==> config.mk <==
export PLATFORM = sky130hd
export DESIGN_NAME = proc_int_div_iterative
export DESIGN_NICKNAME = d
export VERILOG_FILES = /design/src/rtl/proc_int_div_iterative.sv
export SDC_FILE = /design/constraint.sdc
export NUM_CORES = 1
export LEC_CHECK = 0
export CORE_ASPECT_RATIO = 0.75
export CORE_UTILIZATION = 59
export CTS_CLUSTER_DIAMETER = 200
export DETAILED_ROUTE_END_ITERATION = 10
export PLACE_DENSITY = 0.82
export SLEW_MARGIN = 20
export SYNTH_ARGS = -nofsm -noshare
export SYNTH_HDL_FRONTEND = slang
export SYNTH_SLANG_ARGS = --single-unit
==> constraint.sdc <==
create_clock -name clk -period 6.25 [get_ports clk]
set_input_delay 1.5625 -clock clk [delete_from_list [all_inputs] [get_ports clk]]
set_output_delay 1.5625 -clock clk [all_outputs]
set_load 0.01 [all_outputs]
==> src/rtl/proc_int_div_iterative.sv <==
// Iterative restoring divider for DIV/DIVU/REM/REMU, one quotient bit per cycle.
// Operands are divided as magnitudes; signs are restored when the result is registered.
module proc_int_div_iterative #(
   parameter int nbits = 32
) (
   input  logic             clk,
   input  logic             reset,
   input  logic             req_val,
   output logic             req_rdy,
   input  logic [1:0]       req_fn,
   input  logic [nbits-1:0] req_a,
   input  logic [nbits-1:0] req_b,
   output logic             resp_val,
   input  logic             resp_rdy,
   output logic [nbits-1:0] resp_data
);

   localparam int cw = $clog2(nbits + 1);
   localparam logic [cw-1:0] cnt_init = cw'(nbits);

   typedef enum logic [1:0] {IDLE, CALC, DONE} state_t;

   state_t state, state_nxt;

   logic [cw-1:0]    cnt;
   logic [nbits-1:0] rem, quo, dvs, res;
   logic [1:0]       fn;
   logic             a_sgn, b_sgn;

   logic             a_neg, b_neg, ge;
   logic             neg_q, neg_r;
   logic [nbits:0]   rem_sh, rem_sub;
   logic [nbits-1:0] q_fix, r_fix;

   always_ff @(posedge clk or posedge reset) begin
      if (reset) state <= IDLE;
      else       state <= state_nxt;
   end

   always_comb begin
      state_nxt = state;
      req_rdy   = 1'b0;
      resp_val  = 1'b0;
      unique case (state)
         IDLE: begin
            req_rdy = 1'b1;
            if (req_val) state_nxt = CALC;
         end
         CALC: begin
            if (cnt == '0) state_nxt = DONE;
         end
         DONE: begin
            resp_val = 1'b1;
            if (resp_rdy) state_nxt = IDLE;
         end
         default: state_nxt = IDLE;
      endcase
   end

   // fn[0]==0 selects the signed variants
   assign a_neg = ~req_fn[0] & req_a[nbits-1];
   assign b_neg = ~req_fn[0] & req_b[nbits-1];

   // nbits+1 wide so the shifted-out remainder bit takes part in the compare
   assign rem_sh  = {rem, quo[nbits-1]};
   assign rem_sub = rem_sh - {1'b0, dvs};
   assign ge      = ~rem_sub[nbits];

   // a zero divisor yields all-ones regardless of the dividend sign
   assign neg_q = ~fn[0] & (a_sgn ^ b_sgn) & (|dvs);
   assign neg_r = ~fn[0] & a_sgn;
   assign q_fix = neg_q ? -quo : quo;
   assign r_fix = neg_r ? -rem : rem;

   always_ff @(posedge clk or posedge reset) begin
      if (reset) begin
         cnt   <= '0;
         rem   <= '0;
         quo   <= '0;
         dvs   <= '0;
         res   <= '0;
         fn    <= '0;
         a_sgn <= 1'b0;
         b_sgn <= 1'b0;
      end else begin
         unique case (state)
            IDLE: begin
               if (req_val) begin
                  fn    <= req_fn;
                  a_sgn <= a_neg;
                  b_sgn <= b_neg;
                  quo   <= a_neg ? -req_a : req_a;
                  dvs   <= b_neg ? -req_b : req_b;
                  rem   <= '0;
                  cnt   <= cnt_init;
               end
            end
            CALC: begin
               if (cnt != '0) begin
                  rem <= ge ? rem_sub[nbits-1:0] : rem_sh[nbits-1:0];
                  quo <= {quo[nbits-2:0], ge};
                  cnt <= cnt - cw'(1);
               end else begin
                  res <= fn[1] ? r_fix : q_fix;
               end
            end
            DONE: begin
            end
            default: begin
            end
         endcase
      end
   end

   assign resp_data = res;

endmodule
==> metrics.md <==
| Metric | Value |
|---|---|
| # port buffers | ~100 |
| Switching share of power | 0.483 |
| Final Hold Viols | 0 |
| CTS tree | yes |
| WL/cell | 18.3 um |
| Starting density of the core | 0.609 |
| Peak VDD IR | around 0.47 mV |
| Net switching power | 3850 uW |
| Register area share after synthesis | 0.340 |
| Pint | 4110 uW |
| Placed cell areas | 11500 sq um |
| Core area | around 17000 sq um |
| Post-CTS setup buffer count | 0 |
| Vias per inst | between 6 and 7 |
| Yosys top cell area share | 0.340 |
| EDFF count, synth | 0 |
| Die Y | ~120 um |
| Tot GR Track Use | 0.328 |
| Fin. max-slew vios | 0 |
| First-pass GRT wire length | approximately 46000 um |
| # clock sinks | 140 |
| Peak fanout along the critical path | 6 |
| Most area-hungry cell type in the Yosys netlist | dfrtp_1 |
| Outcome | finished clean |
| Ports | roughly 100 |
| Hold WC Path Type | reg2reg |
| Initial antenna violation count | 1 |
| Largest net degree at the start of global routing | 80 |
| First drt pass iteration count | 5 |
| Largest cells by area after synthesis | dfrtp_1, o21ai_0, xnor2_1, nand2_1, xor2_1 |
| Leak | ~0.0050 uW |
| Setup TNS | 0 ns |
| Post-synth ARST share | 1.00 |
| Nets@finish | between 1000 and 1500 |
| Layout cell share with drive strength beyond 1 | 0.0554 |
| Ys flop type | dfrtp_1 |
| Die X | between 150 and 200 um |
| Max Root-Sink Buffers | 2 |
| Finished Cell Area | 12100 sq um |
| Number of global-route vias before repair | about 8900 |
| 1st-iter DRT viols | 902 |
| Kind of critical path | in2reg |
| Max H-tree Level | 4 |
| Post-Syn Nets | roughly 1400 |
| Yosys cell types | between 70 and 80 |
| Final setup violation count | 0 |
| Critical Path AT | 4.24 ns |
| Clock Latency Late Sink | roughly 0.44 ns |
| RSZ-0062 raised after global routing | no |
| Yosys warnings | 0 |
| Mapped Area | just over 10000 sq um |
| Post-Syn Instances | approximately 1300 |
| Area growth, synth to finish | 17.3% |
| CTS root buf | clkbuf_16 |
| GPL Wtd Cong | a little over 0.9 |
| Num CTS Buffers | 17 |
| Final WL | 28700 um |
| GRT Residual Overflow | 0 |
| Most frequent cells in the layout | nand2_1, o21ai_0, dfrtp_1 |
| # hold bufs at CTS | 0 |
| WP data required | between 6 and 7 ns |
| Placement Rows | 41 |
| Via Count | between 9000 and 10000 |
| Commonest non-fill, non-tap cell in the layout | nand2_1 |
| Routed Antenna Nets | 0 |
| Worst slew pin tran | slightly below 1 ns |
| # Max-Cap Violations | 0 |
| Clock Skews | roughly 0.0076 ns |
| Critical Path End Type | flop |
| Logic pwr share | 0.616 |
| Pwr Density | ~660 nW/um^2 |
| Sequential Power Share | 0.250 |
| Die area | 18000 sq um |
| Synth Register Bits | 140 |
| Max transition margin | 0.345 |
| DPL Wire Length | between 20000 and 25000 um |
| CP startpoint kind | primary input |
| Min Clock Period, post-route | 3.88 ns |
| Post-CTS Resized | 0 |
| Period utilization | 0.620 |
| Residual DRC | 0 |
| Syn_area_per_cell | slightly above 8 sq um |
| Clock power frac | 0.133 |
| Fmax | 258 MHz |
| Clock-pin slew on the worst setup and hold paths | around 0.06 ns |
## worst paths after layout
| check | start | endpoint | slack, ns | depth (start not counted) |
|---|---|---|---|---|
| setup / recovery | req_a[2] | quo[30] | 2.37 | 10 |
| hold / removal | resp_data[9] | resp_data[9] | 0.48 | 2 |
| setup reg to reg | cnt[2] | quo[29] | 2.64 | 8 |
| hold reg to reg | resp_data[9] | resp_data[9] | 0.48 | 2 |
| max in group asynchronous | reset | rem[28] | 3.74 | 3 |
| min in group asynchronous | reset | quo[30] | 1.47 | 2 |
## flip-flops by register name, indices dropped and copies added, names as in the netlist
register,count
b_sgn,1
a_sgn,1
rem,32
state,2
fn,2
quo,32
dvs,32
cnt,6
resp_data,32
## worst max-delay path, cell delays in order
cell and delay (ns):
clkdlybuf4s50_1 0.51, nor4_2 0.38, and4b_1 0.31, and2_1 0.22, nand3b_1 0.14, o41ai_2 0.51
o21ai_0 0.22, xor2_1 0.17, nand2_1 0.07, a21oi_1 0.14
## power by group through the flow
stage | sequential (uW) | clock, uW | combinational, uW
3_5_place_dp | 1970 | 0 | 4800
3_3_place_gp | 1950 | 0 | 4670
5_1_grt | 2040 | 1100 | 5410
4_1_cts | 1960 | 1060 | 4850
6_report | 1990 | 1060 | 4910
2_1_floorplan | 1790 | 0 | 3660
## per-stage QoR
stage | std cells | power, uW | setup slack (ns) | hold slack, ns | utilization
after floorplan | 1273 | 5460 | 0.935 | 0.470 | -
after global placement | 1538 | 6620 | 2.10 | 0.462 | 0.678
after detailed placement | 1538 | 6770 | 2.00 | 0.474 | 0.678
after CTS | 1570 | 7880 | 2.42 | 0.488 | 0.714
after global routing | 1570 | 8540 | 2.10 | 0.513 | 0.714
final | 1571 | 7960 | 2.37 | 0.478 | 0.714
## cells in the mapped netlist (13+ instances only)
master,n
nand2b_1,19
or3_1,22
a21oi_1,98
mux2i_1,21
o21ai_0,175
nand2_1,182
inv_1,56
xor2_1,60
dfrtp_1,140
nor2_1,69
nor3_1,19
ha_1,38
xnor2_1,82
o31ai_1,20
nand3_1,26
nor4_1,25
clkbuf_1,57
a21o_1,13
## final cells by class
class	instances	area (sq um)
repair buffers	114	1110
well taps	215	269
multi-input cells	1013	6380
clock inverters	15	188
diodes	1	2.50
inverters	56	215
flip-flops and latches	140	3500
clock buffers	17	425
fillers	1321	4840
## metal layers
metal / wire length [um] / global-route usage / vias up
li1: - / - / 4660
met1: 13000 / 0.478 / 4659
met2: 12200 / 0.480 / 423
met3: 3030 / 0.0920 / 37
met4: 423 / 0.0898 / 0
met5: 0 / 0 / -
## kinds of logic (layout without fill, tap and decap cells)
group           Yosys count  after routing  synth area share
simple gates            418            418             0.197
compound gates          390            390             0.226
xor+xnor                142            142             0.121
flops                   140            140             0.340
buf+inv                 120            202            0.0452
fa+ha+maj                39             39            0.0481
mux                      24             24            0.0237
other cells               0              1                 0
Note: power is estimated with default switching activity, not from simulation.
